## src/rtl/operand_accumulator_if.sv

```systemverilog
// Operand-in / result-out handshake bundle for operand_accumulator.
// master drives operands and result acceptance; slave is the accumulator.
interface operand_accumulator_if #(
    parameter int WIDTH = 16,
    parameter int CNT_W = 4
);
    logic             start;
    logic [CNT_W-1:0] count_in;
    logic             in_valid;
    logic [WIDTH-1:0] in_data;
    logic             in_ready;
    logic             out_valid;
    logic             out_ready;
    logic [WIDTH-1:0] out_sum;
    logic             out_carry;
    logic             busy;

    modport master (
        output start, count_in, in_valid, in_data, out_ready,
        input  in_ready, out_valid, out_sum, out_carry, busy
    );

    modport slave (
        input  start, count_in, in_valid, in_data, out_ready,
        output in_ready, out_valid, out_sum, out_carry, busy
    );
endinterface

```

## src/rtl/operand_accumulator.sv

```systemverilog
// Accumulates a counted burst of unsigned operands and returns sum plus sticky carry.
// Latency: result valid the cycle after the last operand; in_ready/out_valid decode from state only.
module operand_accumulator #(
    parameter int WIDTH = 16,
    parameter int CNT_W = 4
) (
    input  logic                 clk,
    input  logic                 rst,
    operand_accumulator_if.slave bus
);
    typedef enum logic [1:0] {
        S_IDLE  = 2'd0,
        S_ACCUM = 2'd1,
        S_DONE  = 2'd2
    } state_t;

    state_t           r_state;
    state_t           w_next;
    logic [WIDTH-1:0] r_acc;
    logic             r_carry;
    logic [CNT_W-1:0] r_rem;

    logic             w_load;
    logic             w_acc_en;
    logic             w_in_ready;
    logic             w_out_valid;
    logic [WIDTH-1:0] w_sum;
    logic             w_cout;

    // Adder: A = accumulator, B = operand, carry-in tied low.
    assign {w_cout, w_sum} = {1'b0, r_acc} + {1'b0, bus.in_data};

    always_comb begin
        w_next      = r_state;
        w_load      = 1'b0;
        w_acc_en    = 1'b0;
        w_in_ready  = 1'b0;
        w_out_valid = 1'b0;
        case (r_state)
            S_IDLE: begin
                if (bus.start) begin
                    w_load = 1'b1;
                    w_next = (bus.count_in != '0) ? S_ACCUM : S_DONE;
                end
            end
            S_ACCUM: begin
                w_in_ready = 1'b1;
                if (bus.in_valid) begin
                    w_acc_en = 1'b1;
                    if (r_rem == CNT_W'(1)) begin
                        w_next = S_DONE;
                    end
                end
            end
            S_DONE: begin
                w_out_valid = 1'b1;
                if (bus.out_ready) begin
                    w_next = S_IDLE;
                end
            end
            default: begin
                w_next = S_IDLE;
            end
        endcase
    end

    always_ff @(posedge clk) begin
        if (rst) begin
            r_state <= S_IDLE;
            r_acc   <= '0;
            r_carry <= 1'b0;
            r_rem   <= '0;
        end else begin
            r_state <= w_next;
            if (w_load) begin
                r_acc   <= '0;
                r_carry <= 1'b0;
                r_rem   <= bus.count_in;
            end else if (w_acc_en) begin
                r_acc   <= w_sum;
                r_carry <= r_carry | w_cout;
                r_rem   <= r_rem - CNT_W'(1);
            end
        end
    end

    // Sum/carry stay visible after the result is taken; only a new start clears them.
    assign bus.in_ready  = w_in_ready;
    assign bus.out_valid = w_out_valid;
    assign bus.out_sum   = r_acc;
    assign bus.out_carry = r_carry;
    assign bus.busy      = (r_state != S_IDLE);
endmodule

```

## src/flat_wrapper.sv

```systemverilog
// flat-port wrapper written by rule: the top's interface ports become plain ports
module operand_accumulator_flat 
#(
    parameter int WIDTH = 16,
    parameter int CNT_W = 4
)
  (clk, rst, bus_start, bus_count_in, bus_in_valid, bus_in_data, bus_out_ready, bus_in_ready, bus_out_valid, bus_out_sum, bus_out_carry, bus_busy);
  operand_accumulator_if #(.WIDTH(WIDTH), .CNT_W(CNT_W)) bus_i ();
  input  logic clk;
  input  logic rst;
  input wire logic [$bits(bus_i.start)-1:0] bus_start;
  input wire logic [$bits(bus_i.count_in)-1:0] bus_count_in;
  input wire logic [$bits(bus_i.in_valid)-1:0] bus_in_valid;
  input wire logic [$bits(bus_i.in_data)-1:0] bus_in_data;
  input wire logic [$bits(bus_i.out_ready)-1:0] bus_out_ready;
  output wire logic [$bits(bus_i.in_ready)-1:0] bus_in_ready;
  output wire logic [$bits(bus_i.out_valid)-1:0] bus_out_valid;
  output wire logic [$bits(bus_i.out_sum)-1:0] bus_out_sum;
  output wire logic [$bits(bus_i.out_carry)-1:0] bus_out_carry;
  output wire logic [$bits(bus_i.busy)-1:0] bus_busy;
  assign bus_i.start = bus_start;
  assign bus_i.count_in = bus_count_in;
  assign bus_i.in_valid = bus_in_valid;
  assign bus_i.in_data = bus_in_data;
  assign bus_i.out_ready = bus_out_ready;
  assign bus_in_ready = bus_i.in_ready;
  assign bus_out_valid = bus_i.out_valid;
  assign bus_out_sum = bus_i.out_sum;
  assign bus_out_carry = bus_i.out_carry;
  assign bus_busy = bus_i.busy;
  operand_accumulator #(.WIDTH(WIDTH), .CNT_W(CNT_W)) u_core (.clk(clk), .rst(rst), .bus(bus_i));
endmodule
```

## config.mk

```make
export PLATFORM = sky130hd
export DESIGN_NAME = operand_accumulator_flat
export DESIGN_NICKNAME = d
export VERILOG_FILES = /design/src/rtl/operand_accumulator_if.sv /design/src/rtl/operand_accumulator.sv /design/src/flat_wrapper.sv
export SDC_FILE = /design/constraint.sdc
export NUM_CORES = 1
export LEC_CHECK = 0
export BUFFER_PORTS_ARGS = -buffer_cell sky130_fd_sc_hd__buf_4
export CAP_MARGIN = 30
export CORE_UTILIZATION = 34
export CTS_CLUSTER_SIZE = 16
export DETAILED_ROUTE_END_ITERATION = 8
export HOLD_SLACK_MARGIN = 0.12
export MAX_ROUTING_LAYER = met4
export PLACE_DENSITY = 0.52
export SYNTH_ARGS = -nofsm -noshare
export SYNTH_HDL_FRONTEND = slang
export SYNTH_SLANG_ARGS = --single-unit
```

## constraint.sdc

```tcl
create_clock -name clk -period 2.4 [get_ports clk]
set_input_delay 0.36 -clock clk [delete_from_list [all_inputs] [get_ports clk]]
set_output_delay 0.36 -clock clk [all_outputs]
set_load 0.01 [all_outputs]
```

==> summary.md <==
• flop-to-flop setup slack: 0.18 ns
• Final Core Density: 0.468
• number of buffers created by CTS: 3
• library cells used by synthesis: 48
• smallest hold slack: 0.305 ns
• starting density of the core: 0.360
• most frequent standard cell in the layout excluding fill and tap cells: sky130_fd_sc_hd__buf_4
• min-delay worst type: input port to register
• count of endpoints failing hold in the final timing report: 0
• post-layout net count: 317
• Core Box Area: 0.00482 mm^2
• via count of the first global-routing pass: 1599
• P per Cell Area: 417 mW/mm^2
• maximum clock skew at final layout: 0.00518 ns
• run status: completed
• largest buffer count on any clock path: 2
• number of iterations in the first detailed-routing pass: 4
• startpoint-to-endpoint class of the critical path: register to register
• Critical Path Sink Type: register
• arrival time of data at the critical path endpoint: 2.44 ns
• die outline area: 0.00539 mm^2
• Period Utilization, post-route: 0.924
• HPWL after detailed placement: 3430 um
• clock tree root buffer cell: sky130_fd_sc_hd__clkbuf_8
• DRC violation count after routing: 0
• total power consumption of the routed design: 939 uW
• RR Endpoint: u_core.bus.out_sum[12]$_SDFFE_PP0P_
• Reg area: 462 um^2
• Worst EP required: 2.62 ns
• startpoint of the lowest-slack register-to-register path: u_core.bus.out_sum[0]$_SDFFE_PP0P_
• fraction of final layout cells sized beyond drive strength 1: 0.254
• count of fill cells added during filler insertion: 529
• number of enable flip-flop cells after synthesis: 0
• share of the yosys chip area belonging to registers: 0.266
• Initial DRC Count: 54
• die span in y: 73.4 um
• worst slew margin relative to its limit: 0.672
• hold bufs inserted after CTS: 0
• row cnt: 25
• post-route cell area: 0.00225 mm^2
• number of sinks driven by the clock tree: 23
• Setup violations, final: 0
• flip-flop and latch count after synthesis: 23
• area of combinational cells with multiple inputs: 0.00122 mm^2
• net count after synthesis: 263
• transition at the pin with the smallest max-transition slack: 0.480 ns
• setup bufs post-CTS: 0
• global-route wire length before repair: 7470 um
• Primary FF master, synth: sky130_fd_sc_hd__dfxtp_1
• wire length per cell: 12.8 um
• most frequent cells in the layout: 55 x sky130_fd_sc_hd__buf_4, 25 x sky130_fd_sc_hd__a21oi_1, 24 x sky130_fd_sc_hd__nand2_1
• Yosys warning total: 0
• vias per cell: 5.08
• max_cap viols: 0
• max-slew violation count: 0
• H-Tree Depth: 1
• number of antenna violations at the first check in global routing: 0
• count of inserted antenna diode cells: 0
• Worst Setup SP: u_core.bus.out_sum[0]$_SDFFE_PP0P_
• area added between synthesis and finish: 29.9%
• worst vdd ir: 0.000313 V
• total routing resource utilization after global routing: 0.183
• CTS resizes: 0
• Die X-Extent: 73.4 um
• crit-path max FO: 3
• final worst path period need: 2.22 ns
• setup slack at placement: -0.0744 ns
• via total after detailed routing: 1723
• clock tree from TritonCTS: yes
• final worst slack: 0.182 ns
• Port Buf Inserts: 44
• grt ovf: 0
• Clk pin slew, worst setup/hold paths: 0.09 ns
• depth of the most critical reg-to-reg path: 8
• number of top-level design ports: 45
• post-route ant nets: 0
• crit path launch type: register
• async set-reset flop share out of synthesis: 0
• end point of the critical path: u_core.bus.out_sum[12]$_SDFFE_PP0P_
• Placed Area: 0.00219 mm^2
• maximum clock frequency: 451 MHz
• Post-Synthesis Cells: 219
• largest net degree at the start of global routing: 14
• worst skew pair latency: 0.27 ns
• routed wire length: 4340 um
• total standard cell area after synthesis: 0.00173 mm^2
• cell leakage power: 0.00105 uW
• Post-Synthesis Mean Instance Area: 7.92 um^2
• RSZ-0062 raised after global routing: no
• routability-driven placement congestion ratio: 0.807
[layout make-up]
class                   count  share of cell area
inverters                   8              0.0133
clock inverters             1             0.00222
repair buffers             55               0.183
clock buffers               3              0.0183
well taps                  67              0.0372
flip-flops and latches     23               0.205
multi-input cells         182               0.541
[cell usage after synthesis (all sizes together) (3+ instances only)]
cell | instances | area (um^2)
a21oi | 25 | 125
or3 | 3 | 20.0
a21o | 10 | 76.3
nor2 | 18 | 67.6
buf | 3 | 27.5
nor2b | 3 | 18.8
and2 | 7 | 45.1
a211oi | 3 | 22.5
xor2 | 4 | 35.0
ha | 18 | 225
nor3 | 5 | 25.0
clkbuf | 3 | 11.3
o21a | 3 | 22.5
o211ai | 3 | 22.5
o21ai | 11 | 55.1
xnor2 | 4 | 35.0
inv | 8 | 30.0
dfxtp | 23 | 460
nand4 | 3 | 18.8
nand3 | 8 | 40.0
nand2 | 24 | 90.1
nor3b | 4 | 30.0
[worst max-delay path: stages (launching register included)]
cell                      delay, ns
sky130_fd_sc_hd__dfxtp_2       0.34
sky130_fd_sc_hd__ha_2          0.19
sky130_fd_sc_hd__fa_1          0.38
sky130_fd_sc_hd__a21o_1        0.19
sky130_fd_sc_hd__a21o_1        0.20
sky130_fd_sc_hd__a211o_1       0.32
sky130_fd_sc_hd__a22oi_2       0.16
sky130_fd_sc_hd__mux2_2        0.35
sky130_fd_sc_hd__nand2_1       0.05
[sequential cells by signal, summed over array words and instances, names as in the netlist]
register              count
u_core.r_state            2
u_core.r_rem              4
u_core.bus.out_carry      1
u_core.bus.out_sum       16
[stage by stage]
| step | TNS (ns) | std cells |
|---|---|---|
| 5_1_grt | 0 | 339 |
| 6_report | 0 | 339 |
| 3_5_place_dp | -0.134 | 335 |
| 3_3_place_gp | -0.107 | 335 |
| 4_1_cts | 0 | 339 |
| 2_1_floorplan | 0 | 219 |
[power breakdown]
group          total (uW)  internal (uW)  switching, uW
combinational         265            128            137
sequential            419            400           18.8
clock                 254            116            138
total                 939            645            294
[worst min-delay path by stage]
stage	startpoint	end	slack, ns	depth (start not counted)
3_3_place_gp	u_core.bus.out_sum[0]$_SDFFE_PP0P_	u_core.bus.out_sum[0]$_SDFFE_PP0P_	0.47	2
3_5_place_dp	u_core.bus.out_sum[3]$_SDFFE_PP0P_	u_core.bus.out_sum[3]$_SDFFE_PP0P_	0.47	2
6_report	rst	u_core.r_state[1]$_SDFFE_PP0P_	0.31	2
4_1_cts	rst	u_core.r_state[1]$_SDFFE_PP0P_	0.30	2
5_1_grt	rst	u_core.r_state[0]$_SDFFE_PP0P_	0.30	2
2_1_floorplan	u_core.r_rem[3]$_SDFFE_PP0P_	u_core.r_rem[3]$_SDFFE_PP0P_	0.46	2
[cells by family (layout without fill, tap and decap cells)]
kind of cell	Yosys count	count (layout)	share of synthesized area
simple gates	81	81	0.229
compound gates	71	71	0.266
flops	23	23	0.266
fa+ha+maj	19	19	0.141
buf+inv	14	67	0.0397
xor+xnor	8	8	0.0404
mux	3	3	0.0180
[per-layer routing]
| layer | vias to the layer above | part of all wire | track usage |
|---|---|---|---|
| met5 | - | 0 | - |
| met3 | 2 | 0.043 | 0.0357 |
| met4 | 0 | 0.0071 | 0.0363 |
| met2 | 32 | 0.46 | 0.284 |
| li1 | 907 | - | - |
| met1 | 782 | 0.49 | 0.249 |
No activity file was read; power rests on OpenSTA's default activity.
